--- config.mk ---
export PLATFORM = sky130hd
export DESIGN_NAME = spike_event_encoder
export DESIGN_NICKNAME = d
export VERILOG_FILES = /design/src/rtl/spike_event_encoder.sv
export SDC_FILE = /design/constraint.sdc
export NUM_CORES = 1
export LEC_CHECK = 0
export ABC_AREA = 1
export CORE_MARGIN = 2
export CORE_UTILIZATION = 52
export DETAILED_ROUTE_END_ITERATION = 6
export GPL_TIMING_DRIVEN = 0
export PLACE_DENSITY = 0.78
export REMOVE_ABC_BUFFERS = 1
export SETUP_SLACK_MARGIN = 0.1
export SYNTH_ARGS = -nofsm -noshare
export SYNTH_HDL_FRONTEND = slang
export SYNTH_SLANG_ARGS = --single-unit
--- constraint.sdc ---
create_clock -name clock -period 1.9 [get_ports clock]
set_input_delay 0.285 -clock clock [delete_from_list [all_inputs] [get_ports clock]]
set_output_delay 0.285 -clock clock [all_outputs]
set_load 0.01 [all_outputs]
--- src/rtl/spike_event_encoder.sv ---
// spike_event_encoder
//   Buffers non-zero spike vectors in a small FIFO and serialises each one
//   into single-neuron address events, lowest index first, over a
//   valid/ready handshake towards the next neuron core.
//
// Ports:
//   clock          rising-edge clock
//   reset          asynchronous active-high reset
//   spike_in       spike vector from the upstream core (bit i = neuron i fired)
//   spike_valid    spike_in valid this cycle
//   spike_ready    FIFO not full
//   event_addr     neuron index of the current event (0 when no event)
//   event_received event valid towards the downstream core
//   event_ready    downstream core accepts an event this cycle
//   busy           FIFO non-empty or a mask is being serialised
//   overflow       sticky: non-zero vector offered while the FIFO was full
//   event_count    wrapping count of transferred events
module spike_event_encoder #(
  parameter int N_NEURONS  = 16,
  parameter int ADDR_W     = 4,
  parameter int FIFO_DEPTH = 4
) (
  input  logic                 clock,
  input  logic                 reset,
  input  logic [N_NEURONS-1:0] spike_in,
  input  logic                 spike_valid,
  output logic                 spike_ready,
  output logic [ADDR_W-1:0]    event_addr,
  output logic                 event_received,
  input  logic                 event_ready,
  output logic                 busy,
  output logic                 overflow,
  output logic [15:0]          event_count
);

  localparam int PTR_W = $clog2(FIFO_DEPTH);

  typedef enum logic [1:0] {
    IDLE,
    FETCH,
    EMIT
  } state_t;

  state_t                state;
  logic [N_NEURONS-1:0]  fifo_mem [FIFO_DEPTH];
  logic [PTR_W-1:0]      wr_ptr;
  logic [PTR_W-1:0]      rd_ptr;
  logic [PTR_W:0]        fifo_count;
  logic [PTR_W:0]        fifo_count_next;
  logic [N_NEURONS-1:0]  mask;
  logic [N_NEURONS-1:0]  mask_cleared;
  logic [ADDR_W-1:0]     low_idx;
  logic                  low_found;
  logic                  fifo_full;
  logic                  vec_nonzero;
  logic                  push;
  logic                  pop;
  logic                  transfer;

  assign fifo_full   = (fifo_count == (PTR_W+1)'(FIFO_DEPTH));
  assign vec_nonzero = |spike_in;
  // Fullness is taken from the registered count, so a push while full is
  // dropped even in a cycle where FETCH frees a slot.
  assign push        = spike_valid && vec_nonzero && !fifo_full;
  assign pop         = (state == FETCH);
  assign transfer    = (state == EMIT) && event_ready;

  always_comb begin
    fifo_count_next = fifo_count;
    case ({push, pop})
      2'b10:   fifo_count_next = fifo_count + (PTR_W+1)'(1);
      2'b01:   fifo_count_next = fifo_count - (PTR_W+1)'(1);
      default: fifo_count_next = fifo_count;
    endcase
  end

  // Priority encoder: index of the lowest set bit of the work mask.
  always_comb begin
    low_idx   = '0;
    low_found = 1'b0;
    for (int unsigned i = 0; i < N_NEURONS; i++) begin
      if (mask[i] && !low_found) begin
        low_idx   = ADDR_W'(i);
        low_found = 1'b1;
      end
    end
  end

  // Clearing the lowest set bit is the same as mask & (mask - 1).
  assign mask_cleared = mask & (mask - N_NEURONS'(1));

  assign spike_ready    = !fifo_full;
  assign event_received = (state == EMIT);
  assign event_addr     = (state == EMIT) ? low_idx : '0;
  assign busy           = (state != IDLE) || (fifo_count != '0);

  // Storage needs no reset; emptiness is tracked by the pointers and count.
  always_ff @(posedge clock) begin
    if (push) begin
      fifo_mem[wr_ptr] <= spike_in;
    end
  end

  always_ff @(posedge clock or posedge reset) begin
    if (reset) begin
      wr_ptr      <= '0;
      rd_ptr      <= '0;
      fifo_count  <= '0;
      state       <= IDLE;
      mask        <= '0;
      overflow    <= 1'b0;
      event_count <= '0;
    end else begin
      if (push) begin
        wr_ptr <= wr_ptr + PTR_W'(1);
      end
      if (pop) begin
        rd_ptr <= rd_ptr + PTR_W'(1);
      end
      fifo_count <= fifo_count_next;

      if (spike_valid && vec_nonzero && fifo_full) begin
        overflow <= 1'b1;
      end

      case (state)
        IDLE: begin
          if (fifo_count != '0) begin
            state <= FETCH;
          end
        end
        FETCH: begin
          mask  <= fifo_mem[rd_ptr];
          state <= EMIT;
        end
        EMIT: begin
          if (transfer) begin
            mask        <= mask_cleared;
            event_count <= event_count + 16'd1;
            // Next vector is judged on occupancy including this cycle's push.
            if (mask_cleared != '0) begin
              state <= EMIT;
            end else if (fifo_count_next != '0) begin
              state <= FETCH;
            end else begin
              state <= IDLE;
            end
          end
        end
        default: state <= IDLE;
      endcase
    end
  end

endmodule

# After elaboration in Yosys (flattened, before gate mapping)
# Memories as Yosys holds them, arrays and structs flattened.
# Index checks and enable logic that the tools add are counted.
[classes]
bitwise = 1
n_addsub = 6
n_reduce_logical = 46
n_eq_ne = 7
muxes = 41
[ops]
columns = ["operator", "count"]
rows = [
  ["$mux 4", 15],
  ["$pmux 16 s2", 1],
  ["$logic_and 1x1->1", 19],
  ["$mux 1", 19],
  ["$add 16x1->16 const B", 1],
  ["$and 16x16->16", 1],
  ["$logic_not 1->1", 16],
  ["$mux 16", 1],
  ["$reduce_bool 16->1", 1],
  ["$reduce_or 16->1", 1],
  ["$sub 16x1->16 const B", 1],
  ["$mux 2", 3],
  ["$pmux 2 s3", 1],
  ["$pmux 3 s2", 1],
  ["$reduce_and 2->1", 3],
  ["$reduce_bool 3->1", 2],
  ["$add 2x1->2 const B", 2],
  ["$eq 2x1->1 const B", 2],
  ["$eq 2x2->1 const B", 2],
  ["$reduce_bool 2->1", 2],
  ["$add 3x1->3 const B", 1],
  ["$eq 3x3->1 const B", 1],
  ["$sub 3x1->3 const B", 1],
  ["$logic_not 2->1", 1],
  ["3 further kinds", 3],
]
[totals]
wordCells = 109
ram_bits = 64
register_bits = 42
out_inout_bits = 24
mem_count = 1
input_bits = 20
[memory_table]
columns = ["name", "words", "width", "read_ports", "rd_ports_with_merged_regs", "wr", "line_no", "rtl"]
rows = [
  ["fifo_mem", 4, 16, 1, 0, 1, "45", "logic [N_NEURONS-1:0] fifo_mem [FIFO_DEPTH];"],
]

# Longest topological paths before layout
[depth]
depth_word = 47
ltp_mapped = 17
ltp_nobuf = 17

# Least setup slack after synthesis
# OpenSTA, ideal clock, no wires.
[synth_path]
path_type = "input-to-reg"
startpoint = "input spike_in[6]"
endpoint = "register state[0]"
arrival_time_ns = 2.164
stages = 15
path_buffers = 0
setup_slack_ns = -0.342
required_time_ns = 1.823
setup_ns = 0.077
path_cell_list = "nor4_1 > nand4_1 > nand2_1 > inv_1 > nand2_1 > ha_1 > inv_1 > fa_1 > o21ai_0 > nor2_1 > nand3_1 > nand2_1 > inv_1 > nand4_1 > a21oi_1"
[synth_between]
elab_chain_cells = 10
elab_cells_between_ends = 11
cone_classes = "2 x eq/ne; 5 x mux; 4 x reduce/logical"
[synth_lines]
columns = ["element", "line_no", "rtl"]
rows = [
  ["from (decl)", "25", "input logic [N_NEURONS-1:0] spike_in,"],
  ["$reduce_or 16->1 *", "61", "assign vec_nonzero = |spike_in;"],
  ["$logic_and 1x1->1 * (2 in series)", "64", "assign push = spike_valid && vec_nonzero && !fifo_full;"],
  ["$eq 2x1->1 or $eq 2x2->1 (tied branches)", "70", "case ({push, pop})"],
  ["$pmux 3 s2 *", "70", ""],
  ["net fifo_count_next[1]", "49", "logic [PTR_W:0] fifo_count_next;"],
  ["$reduce_bool 3->1 *", "143", "end else if (fifo_count_next != '0) begin"],
  ["$mux 1 *", "143", ""],
  ["$mux 2 *", "141", "if (mask_cleared != '0) begin"],
  ["$mux 2 *", "137", "if (transfer) begin"],
  ["$pmux 2 s3 *", "126", "case (state)"],
  ["to (signal assigned)", "129", "state <= FETCH;"],
  ["to (signal assigned)", "142", "state <= EMIT;"],
  ["to (signal assigned)", "144", "state <= FETCH;"],
  ["to (decl)", "44", "state_t state;"],
]
# Mark *: on every way through the listed nets, which the timed path passes. The rest lies on a longest branch. The select of a mux whose other input is x is not followed.
# A chain may end at the register's enable or synchronous reset.

# Worst setup path in the final report
[layout_path]
startpoint = "register mask[6]"
endpoint = "output event_addr[1]"
[layout_between]
elab_chain_cells = 30
elab_cells_between_ends = 39
cone_classes = "20 x mux; 19 x reduce/logical"
[layout_lines]
columns = ["element", "line_no", "rtl"]
rows = [
  ["from (decl)", "50", "logic [N_NEURONS-1:0] mask;"],
  ["from (signal assigned)", "133", "mask <= fifo_mem[rd_ptr];"],
  ["from (signal assigned)", "138", "mask <= mask_cleared;"],
  ["$logic_and 1x1->1 *", "82", "if (mask[i] && !low_found) begin"],
  ["$mux 1", "82", ""],
  ["$logic_not 1->1", "82", ""],
  ["$logic_and 1x1->1", "82", ""],
  ["$mux 1", "82", ""],
  ["$logic_not 1->1", "82", ""],
  ["$logic_and 1x1->1", "82", ""],
  ["$mux 1", "82", ""],
  ["[14 not listed]", "--", ""],
  ["$mux 1", "82", ""],
  ["$logic_not 1->1", "82", ""],
  ["$logic_and 1x1->1", "82", ""],
  ["$mux 1", "82", ""],
  ["$logic_not 1->1", "82", ""],
  ["$logic_and 1x1->1", "82", ""],
  ["$mux 4 *", "82", ""],
  ["$mux 4 *", "94", "assign event_addr = (state == EMIT) ? low_idx : '0;"],
  ["to (decl)", "28", "output logic [ADDR_W-1:0] event_addr,"],
]
# Mark *: on every way between the ends. The rest lies on a longest branch, timed or not.

==> flow_summary.toml <==
[outcome]
status = "finished, violations left"
violations = "negative setup slack"

[finish]
insertedDiodeCount = 0
final_common_cell = "edfxtp_1"
fin_nets = 609
layout.cells.most_common_list = "edfxtp_1, nand2_1, buf_4, o21ai_0, nor2_1"
drive_above_1_share_pct = 33.39
syn_to_final_growth_pct = 33.36
final_cell_area_mm2 = 0.006487

[setup_path]
critPathLaunchType = "register"
cp_data_required_time_ns = 1.62
crit_path_max_fanout = 3
end_kind = "output pin"
criticalPathCategory = "reg -> out"
arrival_ns = 1.89

[place]
place_congestion = 0.8573
port_buffers = 43
hpwl_um = 6569
dpl_worst_slack_ns = -1.629
place_area_mm2 = 0.005403

[clock_tree]
numCtsBuffers = 9
clk_latency_ns = 0.39
root_buffer = "clkbuf_8"
clock_path_buffers = 2
h-tree-depth = 3
clk_pin_slew_ns = 0.12
postCtsHoldBufs = 0
tritoncts = "built"
cts.sinks = 106

[detailed_routing]
routedWlPerCell_um = 18.10
first_pass_iters = 5
num_vias = 4038
vias_per_cell = 5.785
initialDrtViolationCount = 360
drt_wl_total_um = 12640
drt_drc_violations_left = 0
detail-route-antenna-nets = 0

[global_routing]
antenna_found_initial = 0
grt_usage_pct = 23.58
first_global_vias = 3805
grt-ovfl-total = 0
grt_max_degree = 37
grt_first_pass_wirelength_um = 18210

[yosys]
synth-seq-cells = 106
syn_inst = 478
synth_area_per_cell_um2 = 10.18
ys_types = 37
yosysWarnings = 0
netlist_area_mm2 = 0.004865
ys_seq_area_share_pct = 61.11

[floorplanning]
die_w_um = 100.7
core_area_mm2 = 0.009153
initial_core_util_pct = 53.15
io_pins = 44
dieArea_mm2 = 0.01014
rows = 35
die_h_um = 100.7

[power]
power_density_mw_per_mm2 = 1055
total_power_mw = 6.846
p_leak_nw = 2.641
max-vdd-ir-drop_mv = 0.6081

[sta]
min_period_ns = 2.170
slew_headroom_pct = 62.13
setup_slack_ns = -0.2700
setup_viol = 6
fin_setup_tns_ns = -1.169
finalCritPeriodShare_pct = 114.2
skew_ns = 0.01738
worstMarginPinSlew_ns = 0.5668
clock.fmax_mhz = 460.8
rsz0062_at_grt = "yes"
hold_viol = 0
maxSlewViolCount = 0

[hold_path]
hp-class = "in -> reg"

[flow_run]
drv_cap = 0
==> synth_stat cells <==
| cell | n | share of area (%) |
|---|---|---|
| a21oi_1 | 9 | 0.93 |
| a31oi_1 | 6 | 0.77 |
| a32o_1 | 1 | 0.21 |
| buf_2 | 1 | 0.10 |
| buf_4 | 2 | 0.31 |
| clkbuf_1 | 11 | 0.85 |
| dfrtp_1 | 42 | 22 |
| edfxtp_1 | 64 | 40 |
| fa_1 | 1 | 0.41 |
| ha_1 | 6 | 1.5 |
| inv_1 | 45 | 3.5 |
| mux2_2 | 1 | 0.23 |
| nand2_1 | 72 | 5.6 |
| nand2_2 | 2 | 0.26 |
| nand2_4 | 1 | 0.23 |
| nand3_1 | 24 | 2.5 |
| nand3_2 | 1 | 0.21 |
| nand3_4 | 1 | 0.36 |
| nand3b_1 | 1 | 0.15 |
| nand4_1 | 5 | 0.64 |
| nor2_1 | 70 | 5.4 |
| nor2_2 | 4 | 0.51 |
| nor2_4 | 3 | 0.69 |
| nor3_1 | 1 | 0.10 |
| nor3_2 | 1 | 0.21 |
| nor3b_4 | 1 | 0.39 |
| nor4_1 | 5 | 0.64 |
| o211ai_1 | 2 | 0.31 |
| o21a_1 | 1 | 0.15 |
| o21ai_0 | 52 | 5.3 |
| o21bai_1 | 1 | 0.15 |
| o221ai_1 | 2 | 0.36 |
| o22ai_1 | 20 | 2.6 |
| o31ai_1 | 1 | 0.15 |
| or2_2 | 1 | 0.13 |
| xnor2_1 | 6 | 1.1 |
| xor2_1 | 11 | 2.0 |
==> power by group <==
part           leakage [nW]  internal, mW  switching [mW]
logic                  1.44         0.919            1.24
registers              1.09          2.95           0.303
clock network         0.106         0.535           0.899
==> critical path, stage by stage (launching register included) <==
cell and delay (ns):
dfrtp_1 0.43, nor2_2 0.19, nand2_1 0.13, nor2_4 0.15
nand3_1 0.20, a31oi_1 0.25, buf_2 0.16
==> cell families (layout without fill, tap and decap cells) <==
kind of cell / Yosys count / count (layout) / share of synthesized area, %
AND/OR/NAND/NOR: 193 / 194 / 17.95
flip-flops: 106 / 106 / 61.11
AO/OA/AOI/OAI: 95 / 95 / 10.96
buffers and inverters: 59 / 167 / 4.732
XOR/XNOR: 17 / 17 / 3.061
adder cells (fa/ha/maj): 7 / 7 / 1.955
multiplexers: 1 / 1 / 0.2315
==> stage by stage <==
| step | hold slack (ns) | util, % | std cells |
|---|---|---|---|
| 6_report | 0.08413 | 70.88 | 698 |
| 5_1_grt | 0.06285 | 70.88 | 698 |
| 4_1_cts | 0.07948 | 67.45 | 676 |
| 3_5_place_dp | 0.4646 | 59.03 | 619 |
| 3_3_place_gp | 0.4619 | 58.70 | 618 |
| 2_1_floorplan | 0.3839 | - | 464 |
==> area by class of cell <==
class,instances,area (um2)
clock buffer,9,123.9
clock inverter,7,88.84
fill,581,2665
inverter,45,185.2
multi-input combinational,314,2061
sequential,106,2989
tap,111,138.9
timing repair buffer,105,893.4
timing repair inverter,1,7.507
==> layer usage <==
metal | vias to the layer above | wire length, um | global-route usage [%]
met5 | - | 0 | 0
met4 | 0 | 474 | 9.694
li1 | 1854 | - | -
met3 | 53 | 936 | 4.646
met1 | 1918 | 4801 | 29.37
met2 | 213 | 6423 | 40.36
==> path summary, 6_finish.rpt <==
| check | startpoint | to | slack (ns) | depth (start not counted) |
|---|---|---|---|---|
| worst max-delay path | mask[6] | event_addr[1] | -0.27 | 6 |
| worst min-delay path | spike_in[13] | fifo_mem[3][13] | 0.08 | 1 |
| worst max register to register | fifo_count[1] | state[0] | -0.20 | 13 |
| worst min register to register | overflow | overflow | 0.50 | 1 |
| max in group asynchronous | reset | rd_ptr[1] | 1.28 | 3 |
| min in group asynchronous | reset | mask[14] | 0.15 | 2 |
==> registers in the layout, indices dropped and copies added, names as in the netlist <==
signal / flops
state: 2
event_count: 16
fifo_count: 3
fifo_mem: 64
overflow: 1
mask: 16
wr_ptr: 2
rd_ptr: 2
==> what timing repair did <==
item	in CTS	in global routing
setup endpoints to repair	105	28
buffers inserted	39	22
pin swaps	30	27
cloned	2	0
resized for setup	162	44
(Power assumes the default switching activity.)
